--- config.mk ---
export PLATFORM = sky130hd
export DESIGN_NAME = sa_row_feeder
export DESIGN_NICKNAME = d
export VERILOG_FILES = /design/src/rtl/sa_row_feeder.sv
export SDC_FILE = /design/constraint.sdc
export NUM_CORES = 1
export LEC_CHECK = 0
export ABC_AREA = 1
export CAP_MARGIN = 20
export CORE_UTILIZATION = 35
export DETAILED_ROUTE_END_ITERATION = 12
export PLACE_DENSITY = 0.64
export SKIP_CTS_REPAIR_TIMING = 1
export SYNTH_ARGS = -nofsm -noshare
export SYNTH_HDL_FRONTEND = slang
export SYNTH_SLANG_ARGS = --single-unit
--- constraint.sdc ---
create_clock -name clk -period 2.8 [get_ports clk]
set_clock_uncertainty 0.05 [all_clocks]
set_input_delay 0.42 -clock clk [delete_from_list [all_inputs] [get_ports clk]]
set_output_delay 0.42 -clock clk [all_outputs]
set_load 0.02 [all_outputs]
--- src/rtl/sa_row_feeder.sv ---
// Left-edge feeder for a weight-stationary systolic array: buffers a weight tile,
// bursts it in, streams diagonally skewed activations, then drains with zeros.
// Optional stall counter port enabled by defining SA_FEEDER_STALL_CNT_EN.
module sa_row_feeder #(
    parameter int BIT_WIDTH = 4,
    parameter int ROWS      = 4,
    parameter int COLS      = 4
) (
    input  logic                      clk,
    input  logic                      reset,
    input  logic                      start,
    input  logic                      cfg_out_model,
    input  logic                      cfg_sx,
    input  logic                      cfg_sy,
    input  logic                      w_valid,
    output logic                      w_ready,
    input  logic [ROWS*BIT_WIDTH-1:0] w_data,
    input  logic                      a_valid,
    output logic                      a_ready,
    input  logic [ROWS*BIT_WIDTH-1:0] a_data,
    input  logic                      a_last,
    output logic                      load_weight,
    output logic                      out_model,
    output logic                      Sx,
    output logic                      Sy,
    output logic [ROWS*BIT_WIDTH-1:0] sa_left,
    output logic                      busy,
    output logic                      done
`ifdef SA_FEEDER_STALL_CNT_EN
    ,
    output logic [15:0]               stall_cnt
`endif
);

    localparam int DW           = ROWS * BIT_WIDTH;
    localparam int DRAIN_CYCLES = ROWS + COLS - 1;
    localparam int CNT_MAX      = (COLS > ROWS + COLS) ? COLS : ROWS + COLS;
    localparam int CW           = $clog2(CNT_MAX) + 1;

    typedef enum logic [2:0] {
        IDLE,
        COLLECT,
        SHIFT,
        STREAM,
        DRAIN
    } state_t;

    state_t          state_reg, state_next;
    logic [CW-1:0]   cnt_reg, cnt_next;
    logic [DW-1:0]   wbuf_reg [COLS];
    logic            start_acc;
    logic            w_fire;
    logic            a_fire;
    logic [DW-1:0]   shift_word;
    logic [DW-1:0]   sa_left_next;
    logic            done_next;
    logic [DW-1:0]   skew_in;
    logic [DW-1:0]   skew_out;

    // w_ready/a_ready registers mirror COLLECT/STREAM, so they gate the handshakes
    assign w_fire  = w_valid & w_ready;
    assign a_fire  = a_valid & a_ready;
    assign skew_in = a_fire ? a_data : '0;

    always_ff @(posedge clk or negedge reset) begin
        if (!reset) begin
            state_reg <= IDLE;
            cnt_reg   <= '0;
        end else begin
            state_reg <= state_next;
            cnt_reg   <= cnt_next;
        end
    end

    always_comb begin
        state_next   = state_reg;
        cnt_next     = cnt_reg;
        start_acc    = 1'b0;
        shift_word   = '0;
        sa_left_next = '0;
        done_next    = 1'b0;

        case (state_reg)
            IDLE: begin
                if (start) begin
                    start_acc  = 1'b1;
                    state_next = COLLECT;
                    cnt_next   = '0;
                end
            end
            COLLECT: begin
                if (w_fire) begin
                    if (cnt_reg == CW'(COLS - 1)) begin
                        state_next = SHIFT;
                        cnt_next   = '0;
                    end else begin
                        cnt_next = cnt_reg + CW'(1);
                    end
                end
            end
            SHIFT: begin
                if (cnt_reg == CW'(COLS - 1)) begin
                    state_next = STREAM;
                    cnt_next   = '0;
                end else begin
                    cnt_next = cnt_reg + CW'(1);
                end
            end
            STREAM: begin
                if (a_fire && a_last) begin
                    state_next = DRAIN;
                    cnt_next   = '0;
                end
            end
            DRAIN: begin
                if (cnt_reg == CW'(DRAIN_CYCLES - 1)) begin
                    state_next = IDLE;
                    cnt_next   = '0;
                end else begin
                    cnt_next = cnt_reg + CW'(1);
                end
            end
            default: begin
                state_next = IDLE;
                cnt_next   = '0;
            end
        endcase

        // Beat shown during the upcoming SHIFT cycle; a single-beat tile bypasses the buffer
        if (state_reg == COLLECT) begin
            shift_word = (COLS == 1) ? w_data : wbuf_reg[0];
        end else begin
            for (int k = 0; k < COLS; k++) begin
                if (cnt_next == CW'(k)) begin
                    shift_word = wbuf_reg[k];
                end
            end
        end

        if (state_next == SHIFT) begin
            sa_left_next = shift_word;
        end else if (state_next == STREAM || state_next == DRAIN) begin
            sa_left_next = skew_out;
        end

        done_next = (state_next == DRAIN) && (cnt_next == CW'(DRAIN_CYCLES - 1));
    end

    always_ff @(posedge clk or negedge reset) begin
        if (!reset) begin
            w_ready     <= 1'b0;
            a_ready     <= 1'b0;
            load_weight <= 1'b0;
            out_model   <= 1'b0;
            Sx          <= 1'b0;
            Sy          <= 1'b0;
            sa_left     <= '0;
            busy        <= 1'b0;
            done        <= 1'b0;
            for (int k = 0; k < COLS; k++) begin
                wbuf_reg[k] <= '0;
            end
        end else begin
            w_ready     <= (state_next == COLLECT);
            a_ready     <= (state_next == STREAM);
            load_weight <= (state_next == SHIFT);
            sa_left     <= sa_left_next;
            busy        <= (state_next != IDLE);
            done        <= done_next;
            if (start_acc) begin
                out_model <= cfg_out_model;
                Sx        <= cfg_sx;
                Sy        <= cfg_sy;
            end
            for (int k = 0; k < COLS; k++) begin
                if (w_fire && cnt_reg == CW'(k)) begin
                    wbuf_reg[k] <= w_data;
                end
            end
        end
    end

    // Row r gets r extra cycles of delay so activations enter the array diagonally
    generate
        for (genvar gi = 0; gi < ROWS; gi++) begin : g_skew
            if (gi == 0) begin : g_row0
                assign skew_out[BIT_WIDTH-1:0] = skew_in[BIT_WIDTH-1:0];
            end else begin : g_rowd
                logic [BIT_WIDTH-1:0] chain_reg [gi];
                always_ff @(posedge clk or negedge reset) begin
                    if (!reset) begin
                        for (int k = 0; k < gi; k++) begin
                            chain_reg[k] <= '0;
                        end
                    end else begin
                        chain_reg[0] <= skew_in[gi*BIT_WIDTH +: BIT_WIDTH];
                        for (int k = 1; k < gi; k++) begin
                            chain_reg[k] <= chain_reg[k-1];
                        end
                    end
                end
                assign skew_out[gi*BIT_WIDTH +: BIT_WIDTH] = chain_reg[gi-1];
            end
        end
    endgenerate

`ifdef SA_FEEDER_STALL_CNT_EN
    always_ff @(posedge clk or negedge reset) begin
        if (!reset) begin
            stall_cnt <= '0;
        end else if (start_acc) begin
            stall_cnt <= '0;
        end else if (((state_reg == COLLECT) && !w_valid) ||
                     ((state_reg == STREAM) && !a_valid)) begin
            if (stall_cnt != 16'hFFFF) begin
                stall_cnt <= stall_cnt + 16'd1;
            end
        end
    end
`endif

endmodule
==> impl_results.md, run 1 <==
- Synth Warn #: 0
- RD Place Congestion: between 0.8 and 0.9
- Power Internal: 4.68 mW
- Slew Limit Headroom: 0.622
- Ys flop type: dfrtp_1
- Logic pwr share: 0.357
- Vias in the first global route: 4365
- Yosys reg bits: between 100 and 150
- Top cell type's share of synthesized area: 0.559
- Drt wl/cell: between 10 and 15 um
- Area of the die: between 15000 and 20000 um^2
- Die H: approximately 130 um
- Inserted Clock Buffers: 17
- WL final: 12.4 mm
- Total grt overflow: 0
- Power, Total: ~7.4 mW
- First-pass DRT Iterations: 9
- Fin. max-slew vios: 0
- CTS H-tree depth: 4
- Hold Path Class: flop to flop
- Global Route Usage Sum: 0.176
- Final setup TNS: 0 ns
- Final setup viols: 0
- Core Util, Final: 0.462
- Vias: roughly 4200
- Max_cap viols: 0
- I/O Buffers: 64
- CTS root buf: clkbuf_16
- Row count: 44
- Fraction of layout cells with a size suffix above 1: 0.124
- Post-synth ARST share: 1.00
- Largest net degree at the start of global routing: 76
- # DRC: 8
- Yosys cell types: 31
- Drt via density: 4.95
- CTS tree: yes
- Final min period: 2.48 ns
- Power Dens Cells: 1090 nW/um^2
- Switch share: 0.369
- CP max FO: 16
- Clock Latency Late Sink: ~0.42 ns
- CP required: between 3 and 4 ns
- First-pass GRT wire length: around 22 mm
- Syn Inst Count: 589
- Worst IR Drop VDD: around 0.00058 V
- Clock power frac: 0.291
- Pre-CTS setup slack: around 0.15 ns
- Fin worst setup slack: 0.325 ns
- Initial Util: 0.362
- CP Capture Type: flop
- Drt first-iter violations: a little over 400
- Failing checks: DRC
- Clock Tree Buf Depth: 2
- Synthesis-to-layout area growth: 27.7%
- Worst-Margin Slew: roughly 0.57 ns
- Area contributors post-synth: dfrtp_1 (56%), nand2_1 (9.6%), nand3_1 (8.8%)
- Die W: approximately 130 um
- Critical path class: flop to flop
- Post-Syn Nets: 634
- Sequential area share after synthesis: 0.559
- Number of flip-flops in the largest register: 64
- Antenna Diode Count: 0
- Crit start category: flop
- Top-Level Pins: 65
- Cell taking the most area after synthesis: dfrtp_1
- Status: complete, but fails checks
- Avg Cell Area, Syn: ~9 um^2
- Most common cell in the netlist: nand2_1
- Post-synth EDFFs: 0
- Leak: around 3.4 nW
- Sink Count: between 100 and 150
- Data arrival, critical path: about 2.7 ns
- Crit share post-route: 0.884
- Synth cell count leaders: nand2_1 (136), dfrtp_1 (119), nand3_1 (94), o21ai_0 (80), inv_1 (41)
- Synthesized area: between 5000 and 6000 um^2
- Dpl cells: between 800 and 900
- Fin nets: 704
- Sequential power share: 0.352
- Final Hold Fails: 0
- CORE AREA: between 10000 and 15000 um^2
- RSZ-0062 raised after global routing: no
- Post-DRT Antenna Nets: 0
- Final Non-Filler Cells: 856
- Switch Pwr: around 2.7 mW
- Clock slew at reported path FFs: approximately 0.060 ns
- Initial antenna violation count: 0
- F_max: about 400 MHz
- Hpwl dp: roughly 8.1 mm
[power groups by stage]
stage / registers, mW / clock network, mW / logic (mW)
2_1_floorplan: 2.66 / 0 / 1.73
3_3_place_gp: 2.61 / 0 / 2.58
3_5_place_dp: 2.63 / 0 / 2.65
4_1_cts: 2.61 / 2.19 / 2.67
5_1_grt: 2.68 / 2.27 / 3.00
6_report: 2.62 / 2.16 / 2.65
[path summary, 6_finish.rpt]
path	to	startpoint	cells after the start	slack [ns]
min reg2reg	g_skew[2].g_rowd.chain_reg[3]$_DFF_PN0_	g_skew[2].g_rowd.chain_reg[7]$_DFF_PN0_	0	0.29
min	g_skew[2].g_rowd.chain_reg[3]$_DFF_PN0_	g_skew[2].g_rowd.chain_reg[7]$_DFF_PN0_	0	0.29
max	sa_left[3]$_DFF_PN0_	cnt_reg[0]$_DFF_PN0_	14	0.32
max in group asynchronous	sa_left[10]$_DFF_PN0_	reset	3	1.41
max reg2reg	sa_left[3]$_DFF_PN0_	cnt_reg[0]$_DFF_PN0_	14	0.32
min in group asynchronous	state_reg[1]$_DFF_PN0_	reset	2	0.50
[layout make-up]
type | instances | area (um^2)
Fill cell | 1373 | 7900
Inverter | 49 | 186
Timing Repair Buffer | 79 | 803
Sequential cell | 119 | 2980
Clock buffer | 18 | 429
Tap cell | 184 | 230
Clock inverter | 14 | 159
Multi-Input combinational cell | 393 | 2010
[through the flow]
step	instance area (um^2)	hold WS [ns]
after floorplan	5320	0.0744
after global placement	6200	0.283
after detailed placement	6200	0.286
after CTS	6790	-0.0382
after global routing	6800	0.298
final	6800	0.295
[critical path: stages (launching register included)]
cell and delay (ns):
dfrtp_1 0.46, inv_1 0.18, ha_1 0.24, nand3_1 0.14
nand3_1 0.14, inv_1 0.09, nand2_1 0.10, nand3_4 0.14
inv_4 0.12, nor2_4 0.05, buf_12 0.15, nand3_1 0.08
nand2_1 0.05, o21bai_1 0.27, nand2_1 0.09
[cells in the final DEF, fill, tap and decap left out]
master	n
nor2_2	7
clkbuf_16	17
inv_4	1
nand3_4	2
or2_2	1
clkinv_4	3
nand2_4	1
o211a_1	1
nand3_1	94
nor2_8	2
nand3_2	2
clkdlybuf4s50_1	63
nor3_1	2
buf_12	4
xor2_1	1
o21bai_1	16
nand2_2	2
clkbuf_1	1
inv_2	7
nand4_1	1
o21ai_2	1
o21ai_0	80
bufinv_16	3
dfrtp_1	119
ha_1	4
buf_4	11
inv_1	41
clkinv_2	7
dlygate4sd3_1	1
nand2_1	136
a21oi_1	1
or2_1	1
nor2_1	27
nor2_4	7
nand4_4	1
mux2_2	3
clkinvlp_4	1
[layer usage]
| layer | global-route usage | routed length (um) | vias to the layer above |
|---|---|---|---|
| met4 | 0.0703 | 216 | 0 |
| met5 | 0 | 0 | - |
| li1 | - | - | 2063 |
| met1 | 0.224 | 5610 | 2027 |
| met2 | 0.283 | 5850 | 128 |
| met3 | 0.0505 | 741 | 20 |
[cell families (layout without fill, tap and decap cells)]
logic type,Yosys count,after routing,synth area share
simple gates,286,286,0.258
flops,119,119,0.559
compound gates,99,99,0.102
buf+inv,77,160,0.0630
fa+ha+maj,4,4,0.00940
mux,3,3,0.00635
xor+xnor,1,1,0.00165
(Power assumes the default switching activity.)
==> run 2, diff against run 1 <==
- TNS_END_PERCENT: unset -> 30
==> results of run 2 <==
Same layout as run 1: the final DEF is identical, and so are final timing and power.
